<file path="config.mk">
export PLATFORM = sky130hd
export DESIGN_NAME = cut_bist_driver_flat
export DESIGN_NICKNAME = d
export VERILOG_FILES = /design/src/rtl/cut_bist_if.sv /design/src/rtl/cut_bist.sv /design/src/flat_wrapper.sv
export SDC_FILE = /design/constraint.sdc
export NUM_CORES = 1
export LEC_CHECK = 0
export ABC_AREA = 1
export CAP_MARGIN = 20
export CELL_PAD_IN_SITES_DETAIL_PLACEMENT = 2
export CELL_PAD_IN_SITES_GLOBAL_PLACEMENT = 2
export CORE_MARGIN = 5
export CORE_UTILIZATION = 29
export DETAILED_ROUTE_END_ITERATION = 16
export GPL_TIMING_DRIVEN = 0
export PLACE_DENSITY_LB_ADDON = 0.1
export SLEW_MARGIN = 20
export SYNTH_ARGS = -nofsm -noshare
export SYNTH_HDL_FRONTEND = slang
export SYNTH_SLANG_ARGS = --single-unit
</file>
<file path="constraint.sdc">
create_clock -name clk -period 2.06 [get_ports clk]
set_input_delay 0.515 -clock clk [delete_from_list [all_inputs] [get_ports clk]]
set_output_delay 0.515 -clock clk [all_outputs]
set_load 0.02 [all_outputs]
</file>
<file path="src/rtl/cut_bist_if.sv">
// Control-side bundle between a test master and the BIST driver:
// start pulse in, status and result out.
interface cut_bist_if #(
  parameter int MISR_W = 8
);
  logic              start;
  logic              busy;
  logic              done;
  logic              pass;
  logic [MISR_W-1:0] signature;
  logic [15:0]       pat_count;

  modport master (output start, input busy, done, pass, signature, pat_count);
  modport slave  (input start, output busy, done, pass, signature, pat_count);
endinterface

</file>
<file path="src/rtl/cut_bist.sv">
// BIST wrapper: drives LFSR patterns into a benchmark CUT and compacts its
// responses into a MISR signature that is compared against a golden value.
module cut_bist_driver #(
  parameter int                N_IN      = 5,
  parameter int                N_OUT     = 2,
  parameter logic [N_IN-1:0]   TAPS      = 5'b10010,
  parameter logic [N_IN-1:0]   SEED      = 5'b00001,
  parameter int                PATTERNS  = 31,
  parameter int                MISR_W    = 8,
  parameter logic [MISR_W-1:0] MISR_POLY = 8'h1D,
  parameter logic [MISR_W-1:0] GOLDEN    = 8'h00,
  parameter int                CUT_LAT   = 0
) (
  input  logic             clk,
  input  logic             rst,
  cut_bist_if.slave        ctrl,
  output logic [N_IN-1:0]  cut_in_o,
  input  logic [N_OUT-1:0] cut_out_i
);

  typedef enum logic [1:0] {IDLE = 2'd0, RUN = 2'd1, DRAIN = 2'd2, DONE = 2'd3} state_e;

  localparam logic [15:0] LAST_PAT   = 16'(PATTERNS - 1);
  localparam logic [15:0] LAST_DRAIN = 16'(CUT_LAT - 1);

  state_e              state_q, state_d;
  logic [N_IN-1:0]     lfsr_q, lfsr_d;
  logic [MISR_W-1:0]   misr_q, misr_d;
  logic [15:0]         cnt_q, cnt_d;
  logic [15:0]         drain_q, drain_d;
  logic                pass_q, pass_d;
  logic                busy_q, busy_d;
  logic                done_q, done_d;
  logic                cap_s;

  function automatic logic [N_IN-1:0] lfsr_step(input logic [N_IN-1:0] l);
    return {l[N_IN-2:0], ^(l & TAPS)};
  endfunction

  function automatic logic [MISR_W-1:0] misr_step(input logic [MISR_W-1:0] m,
                                                  input logic [N_OUT-1:0] r);
    logic [MISR_W-1:0] ext;
    ext            = '0;
    ext[N_OUT-1:0] = r;
    return ({m[MISR_W-2:0], 1'b0} ^ (m[MISR_W-1] ? MISR_POLY : {MISR_W{1'b0}})) ^ ext;
  endfunction

  // A pattern applied in RUN reaches the MISR CUT_LAT cycles later.
  if (CUT_LAT == 0) begin : g_comb_cut
    assign cap_s = (state_q == RUN);
  end else begin : g_pipe_cut
    logic [CUT_LAT-1:0] vpipe_q;

    // Capture-valid delay line matching the CUT latency
    always_ff @(posedge clk) begin
      if (rst) begin
        vpipe_q <= '0;
      end else begin
        vpipe_q[0] <= (state_q == RUN);
        for (int i = 1; i < CUT_LAT; i++) begin
          vpipe_q[i] <= vpipe_q[i-1];
        end
      end
    end

    assign cap_s = vpipe_q[CUT_LAT-1];
  end

  // Next-state and datapath update
  always_comb begin
    state_d = state_q;
    lfsr_d  = lfsr_q;
    misr_d  = misr_q;
    cnt_d   = cnt_q;
    drain_d = drain_q;
    pass_d  = pass_q;

    if (cap_s) begin
      misr_d = misr_step(misr_q, cut_out_i);
    end else begin
      misr_d = misr_q;
    end

    case (state_q)
      IDLE, DONE: begin
        if (ctrl.start) begin
          state_d = RUN;
          lfsr_d  = SEED;
          misr_d  = '0;
          cnt_d   = 16'd0;
          drain_d = 16'd0;
          pass_d  = 1'b0;
        end else begin
          state_d = state_q;
        end
      end
      RUN: begin
        cnt_d = cnt_q + 16'd1;
        if (cnt_q == LAST_PAT) begin
          // The final pattern stays on cut_in; no further LFSR advance.
          if (CUT_LAT == 0) begin
            state_d = DONE;
            pass_d  = (misr_d == GOLDEN);
          end else begin
            state_d = DRAIN;
          end
        end else begin
          lfsr_d = lfsr_step(lfsr_q);
        end
      end
      DRAIN: begin
        drain_d = drain_q + 16'd1;
        if (drain_q == LAST_DRAIN) begin
          state_d = DONE;
          pass_d  = (misr_d == GOLDEN);
        end else begin
          state_d = DRAIN;
        end
      end
      default: begin
        state_d = IDLE;
      end
    endcase

    busy_d = (state_d == RUN) || (state_d == DRAIN);
    done_d = (state_d == DONE);
  end

  // State and output registers
  always_ff @(posedge clk) begin
    if (rst) begin
      state_q <= IDLE;
      lfsr_q  <= '0;
      misr_q  <= '0;
      cnt_q   <= 16'd0;
      drain_q <= 16'd0;
      pass_q  <= 1'b0;
      busy_q  <= 1'b0;
      done_q  <= 1'b0;
    end else begin
      state_q <= state_d;
      lfsr_q  <= lfsr_d;
      misr_q  <= misr_d;
      cnt_q   <= cnt_d;
      drain_q <= drain_d;
      pass_q  <= pass_d;
      busy_q  <= busy_d;
      done_q  <= done_d;
    end
  end

  assign cut_in_o       = lfsr_q;
  assign ctrl.busy      = busy_q;
  assign ctrl.done      = done_q;
  assign ctrl.pass      = pass_q;
  assign ctrl.signature = misr_q;
  assign ctrl.pat_count = cnt_q;

endmodule

</file>
<file path="src/flat_wrapper.sv">
// flat-port wrapper written by rule: the top's interface ports become plain ports
module cut_bist_driver_flat 
#(
  parameter int                N_IN      = 5,
  parameter int                N_OUT     = 2,
  parameter logic [N_IN-1:0]   TAPS      = 5'b10010,
  parameter logic [N_IN-1:0]   SEED      = 5'b00001,
  parameter int                PATTERNS  = 31,
  parameter int                MISR_W    = 8,
  parameter logic [MISR_W-1:0] MISR_POLY = 8'h1D,
  parameter logic [MISR_W-1:0] GOLDEN    = 8'h00,
  parameter int                CUT_LAT   = 0
)
  (clk, rst, cut_in_o, cut_out_i, ctrl_start, ctrl_busy, ctrl_done, ctrl_pass, ctrl_signature, ctrl_pat_count);
  cut_bist_if #(.MISR_W(MISR_W)) ctrl_i ();
  input  logic clk;
  input  logic rst;
  output logic [N_IN-1:0] cut_in_o;
  input  logic [N_OUT-1:0] cut_out_i;
  input wire logic [$bits(ctrl_i.start)-1:0] ctrl_start;
  output wire logic [$bits(ctrl_i.busy)-1:0] ctrl_busy;
  output wire logic [$bits(ctrl_i.done)-1:0] ctrl_done;
  output wire logic [$bits(ctrl_i.pass)-1:0] ctrl_pass;
  output wire logic [$bits(ctrl_i.signature)-1:0] ctrl_signature;
  output wire logic [$bits(ctrl_i.pat_count)-1:0] ctrl_pat_count;
  assign ctrl_i.start = ctrl_start;
  assign ctrl_busy = ctrl_i.busy;
  assign ctrl_done = ctrl_i.done;
  assign ctrl_pass = ctrl_i.pass;
  assign ctrl_signature = ctrl_i.signature;
  assign ctrl_pat_count = ctrl_i.pat_count;
  cut_bist_driver #(.N_IN(N_IN), .N_OUT(N_OUT), .TAPS(TAPS), .SEED(SEED), .PATTERNS(PATTERNS), .MISR_W(MISR_W), .MISR_POLY(MISR_POLY), .GOLDEN(GOLDEN), .CUT_LAT(CUT_LAT)) u_core (.clk(clk), .rst(rst), .ctrl(ctrl_i), .cut_in_o(cut_in_o), .cut_out_i(cut_out_i));
endmodule
</file>
Word level (Yosys, flattened, before mapping)

Index checks and enable logic that the tools add are counted.

Magnitude comparators: 0
Multipliers: 0
$add $sub $neg: 2
Bitwise logic cells: 2
Mux-type cells: 18
Div/mod/pow operators: 0
Eq/ne operators: 12
Shift-type cells: 0
Reduce and logical (&&, ||, !) cells: 11

Operators with widths:

| kind                                                                    | count |
|---|---|
| 16-bit one-hot mux with 2 select lines                                  | 2 |
| 16-bit by 1-bit adder with 16-bit output, second input constant         | 2 |
| 8-bit two-way mux                                                       | 3 |
| 16-bit equality test, second input constant                             | 1 |
| 16-bit by 5-bit equality test with 1-bit output, second input constant  | 1 |
| 16-bit two-way mux                                                      | 1 |
| 5-bit two-way mux                                                       | 3 |
| 5-bit one-hot mux with 2 select lines                                   | 1 |
| 2-bit equality test, second input constant                              | 4 |
| 8-bit logical NOT                                                       | 1 |
| 8-bit by 2-bit bitwise XOR with 8-bit output                            | 1 |
| 8-bit bitwise XOR                                                       | 1 |
| 2-bit inequality test, second input constant                            | 3 |
| 2-bit one-hot mux with 3 select lines                                   | 1 |
| 3-bit AND reduction                                                     | 2 |
| 5-bit parity                                                            | 1 |
| 2-bit by 1-bit equality test with 1-bit output, second input constant   | 2 |
| 1-bit two-way mux                                                       | 4 |
| 2-bit two-way mux                                                       | 2 |
| 2-bit AND reduction                                                     | 2 |
| 2-bit nonzero test                                                      | 2 |
| 1-bit one-hot mux with 3 select lines                                   | 1 |
| 2-bit logical NOT                                                       | 1 |
| 2-bit by 1-bit inequality test with 1-bit output, second input constant | 1 |
| 2 further kinds                                                         | 2 |

Input bits: 5
Memories kept: 0
Logic and storage cells: 53
Bits in writable memories: 0
Bits in latches: 0
Register bits: 50
Bits in read-only memories: 0
Output and inout port bits: 32

Depth between registers and ports, before layout

Depth after elaboration: 7
Depth in mapped cells: 12
Gate-level depth less buffers: 12

Least setup slack after synthesis

OpenSTA, ideal clock, no wires.

Path type: reg-to-reg
From: register u_core.state_q[0]
To: register u_core.busy_q, in the netlist u_core.ctrl.busy
Path buffers: 0
Arrival: 1.579 ns
Path slack: 0.353 ns
Library setup time: 0.128 ns
Period minus slack after synthesis: 1.707 ns
Stages on the path, launching flop included: 11
Required time: 1.932 ns
Path through: dfxtp_1 inv_1 ha_1 inv_1 nand2_1 nand2_4 a21oi_1 nand2_1 ha_1 inv_1 nor2_1

Word-level cells in the longest chain between the ends: 5
Elaborated cells between the ends (all ways): 11
Classes of those cells: eq/ne (5); mux (3); reduce/logical (3)

Ends and longest elaborated chain:

| item                                                                                  | line            | source |
|---|---|---|
| from (decl)                                                                           | cut_bist.sv:26  | `state_e state_q, state_d;` |
| from (signal assigned)                                                                | cut_bist.sv:141 | `state_q <= state_d;` |
| 2-bit equality test or 2-bit logical NOT (tied branches)                              | cut_bist.sv:84  | `case (state_q)` |
| 2-bit OR reduction                                                                    | cut_bist.sv:84  |  |
| 2-bit one-hot mux with 3 select lines *                                               | cut_bist.sv:84  |  |
| net u_core.state_d[0]                                                                 | cut_bist.sv:26  |  |
| 2-bit by 1-bit equality test with 1-bit output or 2-bit equality test (tied branches) | cut_bist.sv:125 | `busy_d = (state_d == RUN) \|\| (state_d == DRAIN);` |
| 1-bit logical OR *                                                                    | cut_bist.sv:125 |  |
| net u_core.busy_d                                                                     | cut_bist.sv:32  | `logic busy_q, busy_d;` |
| to (signal assigned)                                                                  | cut_bist.sv:147 | `busy_q <= busy_d;` |
| to (decl)                                                                             | cut_bist.sv:32  |  |

The timed path passes the listed nets; every way through them passes the cells marked *.
A chain may end at the register's enable or synchronous reset.

Worst setup path after layout

From: register u_core.misr_q[7], in the netlist u_core.ctrl.signature[7]
To: output ctrl_signature[7]

RTL lines:

| item                   | line               | source |
|---|---|---|
| from (decl)            | cut_bist.sv:28     | `logic [MISR_W-1:0] misr_q, misr_d;` |
| from (signal assigned) | cut_bist.sv:143    | `misr_q <= misr_d;` |
| to (decl)              | flat_wrapper.sv:24 | `output wire logic [$bits(ctrl_i.signature)-1:0] ctrl_signature;` |

No word-level cell between the ends.

==> results.ini <==
[cts]
clock_latency_ns = 0.31
ctsLongestPathBuffers = 2
clkTransAtPathRegs_ns = 0.09
tritoncts = built
cts_buffers = 5
htreeDepth = 2
cts_root_buf = clkbuf_8
cts_hold_buf = 0
cts.sinks = 50

[synthesis]
synth_top_cell_by_area = dfxtp_1
synth-simple-area-share_pct = 34.88
synth_flop_cell = dfxtp_1
ys_seq_elements = 50
synth_common_cells = nand2_1, nor2_1, dfxtp_1
synth_top_family_by_area = simple AND/OR/NAND/NOR gates
synth_most_common_cell = nand2_1
syn-num-nets = 380
synthAdderAreaFrac_pct = 2.999
ys_top_cells_by_area = dfxtp_1, nand2_1, nor2_1, inv_1, a21oi_1
synth-compound-area-share_pct = 11.29
async_reset_ff_share_pct = 0
synth.distinct_cells = 32
synthesis.area_mm2 = 0.002504
synth_top_area_share_pct = 39.98
synthXorXnorAreaFrac_pct = 2.099
synth_seq_area_share_pct = 39.98
syn-instance-count = 369
muxShareOfSynthArea_pct = 0
synth-edff-count = 0
synth_area_per_cell_um2 = 6.785
yosysWarnings = 0

[floorplan]
dieArea_mm2 = 0.01059
fp.dieH_um = 102.9
fp.coreArea_mm2 = 0.008299
start_util_pct = 30.17
fp.dieW_um = 102.9
pin_count = 37
num_rows = 33

[pwr]
ir_drop_mv = 0.2797
p_leak_uw = 0.001208
powerDensity_mw_per_mm2 = 682.8

[drt]
vias = 2458
route.detailed.drc = 0
ant_nets = 0
avgViaCountPerCell = 4.745
drt_iter0_markers = 71
wl_per_cell_um = 14.59
totalWireLength_um = 7556
firstDrtPassIters = 3

[final_layout]
fin_util_pct = 38.11
antenna_cells = 0
final_layout_size_suffix_gt1_share_pct = 9.443
nFillCells = 1006
final_nets = 423
areaGrowthSynthToFinish_pct = 26.34

[critical_path]
worst_setup_path_start_kind = register
cp-end-kind = primary output
cp.arrival_ns = 1.43
required_ns = 1.54
path_max_fanout = 7
crit_family = buffers and inverters
critPathMaxStageDelay_ns = 0.66
path_class = register to primary output
path_buf_inv = 1
reg2reg_to = u_core.ctrl.busy
critPathSlowestCell = clkdlybuf4s50_1
regToRegSetupSlack_ns = 0.16
crit_chain = clkdlybuf4s50_1
reg2reg_depth = 10
rr_startpoint = u_core.state_q[0]

[flow_run]
cap_violations = 0

[sta]
fmax_mhz = 513.9
rsz0062_at_grt = no
maxSlewHeadroom_pct = 67.22
clock_skew_ns = 0.008614
hold_violations = 0
drv_slew = 0
fin_tns_setup_ns = 0
period_needed_ns = 1.946
finalSetupViolCount = 0
tightest_slew_ns = 0.4917
period_share_pct = 94.47

[grt]
antenna_found_initial = 0
grt_max_degree = 16
first_global_vias = 2720
grt_use_total_pct = 15.26
grt_pass1_wl_um = 12880
overflow = 0

[hold_path]
holdPathEnd = u_core.drain_q[5]
hold_class = register to register
holdPathStages = 2
min_from = u_core.drain_q[5]

[placed_design]
gp_congestion = 0.7722
place.port_buffers = 36
dp_hpwl_um = 5877

[outcome]
status = finished clean

## routing by layer
layer	GRT usage, %	vias to the layer above	share of wire (%)
met5	0	-	0
met4	4.183	0	0.97
met3	2.233	4	2.4
met2	26.89	29	49
met1	19.35	1187	48
li1	-	1238	-
## cell usage in the layout (no fill, tap or decap), types with 3 or more instances in the layout
| master | count |
|---|---|
| clkdlybuf4s50_1 | 36 |
| nand2_2 | 3 |
| nor2_4 | 3 |
| nor2_2 | 4 |
| ha_1 | 5 |
| nor3_1 | 6 |
| dfxtp_1 | 49 |
| nor2_1 | 66 |
| nor3_2 | 3 |
| nand3_1 | 18 |
| inv_2 | 6 |
| nand2_1 | 88 |
| clkbuf_8 | 6 |
| a21oi_1 | 28 |
| xnor2_1 | 5 |
| o21ai_0 | 16 |
| inv_1 | 46 |
## final cells by class
class	count	area (µm²)	share of cell area, %
Multi-Input combinational cell	263	1304	41.22
Sequential cell	50	1002	31.69
Timing Repair Buffer	36	360.3	11.39
Inverter	53	202.7	6.408
Tap cell	105	131.4	4.153
Clock buffer	6	82.58	2.611
Clock inverter	2	60.06	1.899
Buffer	3	20.02	0.6329
## power by group
group          leakage [µW]  internal [µW]  switching, µW
sequential         0.000405            987           20.7
combinational      0.000732           96.1            184
clock             0.0000714            518            354
total               0.00121           1600            558
## how the worst max path moves through the flow
stage,endpoint,depth (start not counted),from
6_report,ctrl_signature[7],1,u_core.ctrl.signature[7]
5_1_grt,u_core.drain_q[14],11,u_core.state_q[0]
4_1_cts,u_core.ctrl.busy,11,u_core.state_q[0]
3_5_place_dp,u_core.ctrl.pat_count[8],6,ctrl_start
3_3_place_gp,u_core.ctrl.pat_count[8],6,ctrl_start
2_1_floorplan,u_core.ctrl.busy,10,u_core.state_q[0]
## what timing repair did
item,CTS,global route
setup buffers,0,0
pin swaps,0,0
resized for setup,1,8
endpoints found under the setup margin,8,14
## flip-flops by register name, summed over array words and instances, names as in the netlist
signal / flops
u_core.ctrl.done: 1
u_core.state_q: 2
u_core.ctrl.pass: 1
u_core.ctrl.pat_count: 16
u_core.ctrl.signature: 8
u_core.ctrl.busy: 1
u_core.cut_in_o: 5
u_core.drain_q: 16
## per-stage QoR
stage,cell area (µm²),setup WS (ns),total power (µW),instances,hold slack (ns)
after floorplan,2504,0.3534,1194,369,0.4371
after global placement,2995,-0.3163,1293,510,0.4494
after detailed placement,2995,-0.4218,1303,510,0.4670
after CTS,3142,0.03296,2190,518,0.4912
after global routing,3163,0.01363,2255,518,0.5243
final,3163,0.1140,2160,518,0.4809
## cells by family (layout without fill, tap and decap cells)
kind of cell / Yosys count / after routing
simple gates: 199 / 199
buf+inv: 56 / 100
compound gates: 52 / 52
flops: 50 / 50
fa+ha+maj: 6 / 6
xor+xnor: 6 / 6
Power figures use the tool's default switching activity.
